$ cat config.mk
export PLATFORM = sky130hd
export DESIGN_NAME = ntt8_bitrev_reorder
export DESIGN_NICKNAME = d
export VERILOG_FILES = /design/src/rtl/ntt8_bitrev_reorder.sv
export SDC_FILE = /design/constraint.sdc
export NUM_CORES = 1
export LEC_CHECK = 0
export BUFFER_PORTS_ARGS = -buffer_cell sky130_fd_sc_hd__buf_4
export CAP_MARGIN = 10
export CORE_MARGIN = 10
export CORE_UTILIZATION = 25
export DETAILED_ROUTE_END_ITERATION = 10
export PLACE_DENSITY = 0.42
export SETUP_SLACK_MARGIN = 0.02
export SYNTH_ARGS = -nofsm -noshare
export SYNTH_HDL_FRONTEND = slang
export SYNTH_SLANG_ARGS = --single-unit
$ cat constraint.sdc
create_clock -name clk -period 4.41 [get_ports clk]
set_input_delay 0.882 -clock clk [delete_from_list [all_inputs] [get_ports clk]]
set_output_delay 0.882 -clock clk [all_outputs]
set_load 0.02 [all_outputs]
$ cat src/rtl/ntt8_bitrev_reorder.sv
// ntt8_bitrev_reorder: ping-pong buffer turning a bit-reversed NTT output stream into natural order.
// Optional `REORDER_BYPASS_EN adds a per-frame bypass input that writes the frame in natural order.
module ntt8_bitrev_reorder #(
    parameter int DATA_W = 16,
    parameter int LOG_N  = 3
) (
    input  logic              clk,
    input  logic              rst_n,
`ifdef REORDER_BYPASS_EN
    input  logic              bypass,
`endif
    input  logic              in_valid,
    output logic              in_ready,
    input  logic [DATA_W-1:0] in_data,
    output logic              out_valid,
    input  logic              out_ready,
    output logic [DATA_W-1:0] out_data,
    output logic              out_last,
    output logic              frame_done
);
    localparam int N = 1 << LOG_N;
    logic [DATA_W-1:0] mem_q [2][N];
    logic [DATA_W-1:0] mem_d [2][N];
    logic [1:0]        full_q, full_d;
    logic              wr_bank_q, wr_bank_d, rd_bank_q, rd_bank_d;
    logic [LOG_N-1:0]  wr_cnt_q, wr_cnt_d, rd_cnt_q, rd_cnt_d;
    logic              frame_done_q, frame_done_d;
    logic [LOG_N-1:0]  wr_rev, wr_addr;
    logic              in_fire, out_fire, wr_byp;
`ifdef REORDER_BYPASS_EN
    logic [1:0]        byp_q, byp_d;
`endif
    always_comb begin
        in_ready   = !full_q[wr_bank_q];
        out_valid  = full_q[rd_bank_q];
        out_data   = mem_q[rd_bank_q][rd_cnt_q];
        out_last   = out_valid & (&rd_cnt_q);
        frame_done = frame_done_q;
        in_fire    = in_valid & in_ready;
        out_fire   = out_valid & out_ready;
        for (int i = 0; i < LOG_N; i++) wr_rev[i] = wr_cnt_q[LOG_N-1-i];
`ifdef REORDER_BYPASS_EN
        // The bypass choice is latched with the first word so a frame is never split between orders.
        wr_byp = (wr_cnt_q == '0) ? bypass : byp_q[wr_bank_q];
        byp_d  = byp_q;
        if (in_fire && wr_cnt_q == '0) byp_d[wr_bank_q] = bypass;
`else
        wr_byp = 1'b0;
`endif
        wr_addr      = wr_byp ? wr_cnt_q : wr_rev;
        mem_d        = mem_q;
        full_d       = full_q;
        wr_bank_d    = wr_bank_q;
        rd_bank_d    = rd_bank_q;
        wr_cnt_d     = wr_cnt_q;
        rd_cnt_d     = rd_cnt_q;
        frame_done_d = 1'b0;
        if (in_fire) begin
            mem_d[wr_bank_q][wr_addr] = in_data;
            wr_cnt_d = wr_cnt_q + 1'b1;
            if (&wr_cnt_q) begin
                full_d[wr_bank_q] = 1'b1;
                wr_bank_d = !wr_bank_q;
            end
        end
        // Write and read banks always differ here, so a simultaneous set and clear never collide.
        if (out_fire) begin
            rd_cnt_d = rd_cnt_q + 1'b1;
            if (&rd_cnt_q) begin
                full_d[rd_bank_q] = 1'b0;
                rd_bank_d = !rd_bank_q;
                frame_done_d = 1'b1;
            end
        end
    end
    always_ff @(posedge clk) begin
        if (!rst_n) begin
            full_q       <= '0;
            wr_bank_q    <= 1'b0;
            rd_bank_q    <= 1'b0;
            wr_cnt_q     <= '0;
            rd_cnt_q     <= '0;
            frame_done_q <= 1'b0;
`ifdef REORDER_BYPASS_EN
            byp_q        <= '0;
`endif
        end else begin
            full_q       <= full_d;
            wr_bank_q    <= wr_bank_d;
            rd_bank_q    <= rd_bank_d;
            wr_cnt_q     <= wr_cnt_d;
            rd_cnt_q     <= rd_cnt_d;
            frame_done_q <= frame_done_d;
`ifdef REORDER_BYPASS_EN
            byp_q        <= byp_d;
`endif
        end
    end
    always_ff @(posedge clk) mem_q <= mem_d;
endmodule

Word level (Yosys, flattened, before mapping). Cells that the tools add are included.

$add $sub $neg: 2. Magnitude comparators: 10. Multiplexer cells: 24. Bitwise logic cells: 10. Reduce and logical (&&, ||, !) cells: 12.

Operators by type and width (number): 128-bit two-way mux (4); 256-bit bitwise mux (1); 128-bit demux with 1-bit select (1); 16-bit binary-select mux with 3-bit select (1); 16-bit demux with 3-bit select (1); 16-bit two-way mux (3); 4-bit greater-or-equal comparator (second input constant) (2); 2-bit two-way mux (4); 3-bit NOT with 4-bit output (2); 4-bit AND reduction (2); 1-bit two-way mux (7); 3-bit by 1-bit adder with 3-bit output (second input constant) (2); 3-bit AND reduction (2); 2-bit greater-or-equal comparator (second input constant) (2); 1-bit logical AND (4); 1-bit by 2-bit < comparator with 1-bit output (second input constant) (2); 4-bit by 1-bit < comparator with 1-bit output (second input constant) (1); 1-bit NOT with 2-bit output (2); 1-bit bitwise AND (3); 1-bit zero test (3); 2-bit bitwise AND (1); 1-bit demux with 1-bit select (2); 1-bit greater-or-equal comparator (second input constant) (2); 2-bit by 1-bit < comparator with 1-bit output (second input constant) (1); other kinds (3) (3).

Bits in registers: 267. Output and inout port bits: 20.

Logic depth before layout (Yosys ltp).
Depth after elaboration: 10. Depth in mapped cells: 6. Depth with buffers taken out: 5.

Worst setup path before layout. OpenSTA, ideal clock, no wires.

Path kind: input to register. Start: input in_valid. End: register mem_q[192] (netlist name), enable pin. Data arrival time: 2.836 ns. Required time: 3.980 ns. Setup slack: 1.144 ns. Stages: 3. Path through: clkbuf_1 -> nand2_1 -> nor4_1.

Word-level cells in the longest chain between the ends: 1.

RTL lines: start: declaration (line 12) `input logic in_valid,`; 1-bit bitwise AND (line 39) `in_fire = in_valid & in_ready;`; end signal: assignment (line 99) `always_ff @(posedge clk) mem_q <= mem_d;`; end: declaration (line 22) `logic [DATA_W-1:0] mem_q [2][N];`.

No other way between the ends. A chain may end at the register's enable or synchronous reset.

Worst setup path after layout.
Start: register rd_bank_q. End: output out_data[15].

Word-level cells in the longest chain between the ends: 7.

RTL lines: start: declaration (line 25) `logic wr_bank_q, wr_bank_d, rd_bank_q, rd_bank_d;`; start signal: assignment (line 90) `rd_bank_q <= rd_bank_d;`; 1-bit NOT with 2-bit output (implied by the code) (line 36) `out_data = mem_q[rd_bank_q][rd_cnt_q];`; 128-bit two-way mux (implied by the code) (3 in a row) (line 36); 16-bit binary-select mux with 3-bit select (line 36); 16-bit two-way mux (implied by the code) (2 in a row) (line 36); end: declaration (line 17) `output logic [DATA_W-1:0] out_data,`.

No other way between the ends. The select of a mux whose other input is x is not followed.

==> results.yml <==
cells_and_area:
  diodes: 0
  multiInputGateArea_mm2: 0.00224
  final_common_cell: "edfxtp_1"
  drive_gt1_frac: 0.319
  final_nets: 583
  n_fill_cell: 3950
  seq_area_mm2: 0.00791
  mostFrequentLayoutCells: "256 x edfxtp_1, 64 x mux4_2, 64 x buf_4"
  syn2layout_area_growth_pct: 19.5
cts:
  cts_buffers: 30
  cts_htree_levels: 1
  root_buffer: "clkbuf_16"
  cts_sinks: 267
  cts_setup_buffers: 0
  cts_buffer_depth: 3
  clk_pin_slew_ps: 60
  cts_resized: 0
  insertion_delay_ps: 550
  hold_buffers: 0
  cts_tree: "done"
floorplanning:
  initial_core_util: 0.252
  core_region_area_mm2: 0.0407
  die_y_um: 223
  core.rowCount: 74
  die_x_um: 223
  die-area_mm2: 0.0495
  io_pins: 40
synthesis:
  async_flop_share: 0
  yosysUniqueCellTypes: 31
  synth_area_mm2: 0.0103
  synth_ff_type: "edfxtp_1"
  yosysWarnings: 0
  avgSynthCellArea_um2: 21.2
  synthDominantCellAreaShare: 0.750
  synth_edf_count: 256
  synth_area_leaders: "edfxtp_1 75%, mux4_2 14%, a22oi_1 2.3%, dfxtp_1 2.1%, ha_1 0.98%"
  ys_ff_latch: 267
  ys_seq_area_frac: 0.771
  yosysTopAreaCell: "edfxtp_1"
  syn-num-nets: 511
  syn_inst: 483
status:
  status: "completed"
detailed_routing:
  dr.pass1.iters: 4
  routedWlPerCell_um: 22.4
  drc: 0
  num_vias: 4988
  routed_wirelength_um: 24900
  drt-initial-drc-count: 410
  antenna_left: 0
  via_per_inst: 4.50
pwr:
  leakage_uw: 0.00382
  total_power_uw: 5270
  irDropWorstVdd_mv: 0.261
  powerDensity_mw_per_mm2: 430
critical_path:
  cp_max_fo: 47
  critPathTopFamily: "flip-flops"
  start_kind: "register"
  endpoint_kind: "primary output"
  critPathMaxStageDelay_ps: 960
  critPathKind: "register to primary output"
  worst-r2r-cell-count: 3
  required_ps: 3530
  crit_chain: "buf_4, mux4_2, a22oi_1, nand2_1, buf_4"
  path_buf_inv: 2
  cp.depth: 5
  timing.critical_path.mode_cell: "buf_4"
  cpMaxStageDelayCell: "dfxtp_4"
  cp.arrival_ps: 2990
run:
  drv_cap: 0
sta:
  slew_viol_final: 0
  worstMarginPinSlew_ps: 1040
  tns_ps: 0
  final.period_utilization: 0.879
  finalHoldViolCount: 0
  slew_headroom: 0.309
  setup-violations-final: 0
  finalCriticalPeriod_ps: 3880
  grt_setup_unrepaired: "false"
  fmax_ghz: 0.258
  skew_ps: 11.5
placed_design:
  routabilityCongestion: 0.719
  numPortBuffers: 39
  place_hpwl_um: 14400
worst_hold_path:
  holdPathStages: 2
  hold_path_class: "input port to register"
grt:
  grt_pass1_vias: 5357
  gr-usage-all-layers: 0.0985
  gr-total-overflow: 0
  grt_pass1_wl_um: 36800
  grt_start_max_net_pins: 48
  antenna_found_initial: 0
[logic make-up after synthesis]
family,synth area share
muxes,0.143
DFF,0.771
and+or+nand+nor,0.0271
adders and majority gates,0.00976
AOI/OAI and AO/OA,0.0344
buffers and inverters,0.0151
[per-layer routing]
metal / routed length [um] / up-vias / track usage
met1: 11200 / 2679 / 0.129
met3: 891 / 45 / 0.0189
met2: 12100 / 95 / 0.163
met4: 634 / 0 / 0.0268
met5: 0 / - / 0
li1: - / 2169 / -
[flip-flops by register name, indices dropped and copies added (netlist names)]
signal / count
wr_bank_q: 1
frame_done: 1
mem_q: 256
rd_cnt_q: 3
wr_cnt_q: 3
rd_bank_q: 1
full_q: 2
[power by group]
group | switching, uW | internal [uW]
clock | 954 | 1340
sequential | 8.34 | 2810
combinational | 102 | 60.1
[per-stage QoR]
step | utilization | worst slack (ps) | hold WS (ps) | cell area [um2] | std cells
floorplan | - | 1140 | 499 | 10300 | 483
global placement | 0.279 | 956 | 561 | 11400 | 1055
detailed placement | 0.279 | 960 | 584 | 11400 | 1055
CTS | 0.301 | 361 | 535 | 12300 | 1108
global route | 0.301 | 257 | 563 | 12300 | 1108
finish | 0.301 | 534 | 566 | 12300 | 1108
[Yosys cell counts, drive strengths merged (3+ instances only)]
library cell / instances
a21oi: 9
a22oi: 32
and3: 6
buf: 11
clkbuf: 14
dfxtp: 11
edfxtp: 256
ha: 8
inv: 7
mux4: 64
nand2: 26
nand3: 4
nor2: 6
nor2b: 3
nor3: 4
o21ai: 4
[worst paths after layout]
| kind | from | end | slack (ps) |
|---|---|---|---|
| worst max-delay path | rd_bank_q | out_data[15] | 530 |
| worst min-delay path | rst_n | wr_cnt_q[1] | 570 |
| worst max register to register | wr_cnt_q[2] | mem_q[201] | 2100 |
| worst min register to register | rd_cnt_q[1] | rd_cnt_q[1] | 590 |
[cell type report]
cell class,count,share of cell area
Clock buffer,39,0.0657
Clock inverter,14,0.00817
Inverter,8,0.00245
Multi-Input combinational cell,183,0.183
Sequential cell,267,0.646
Tap cell,532,0.0543
Timing Repair Buffer,65,0.0408
Note: power is estimated with default switching activity, not from simulation.
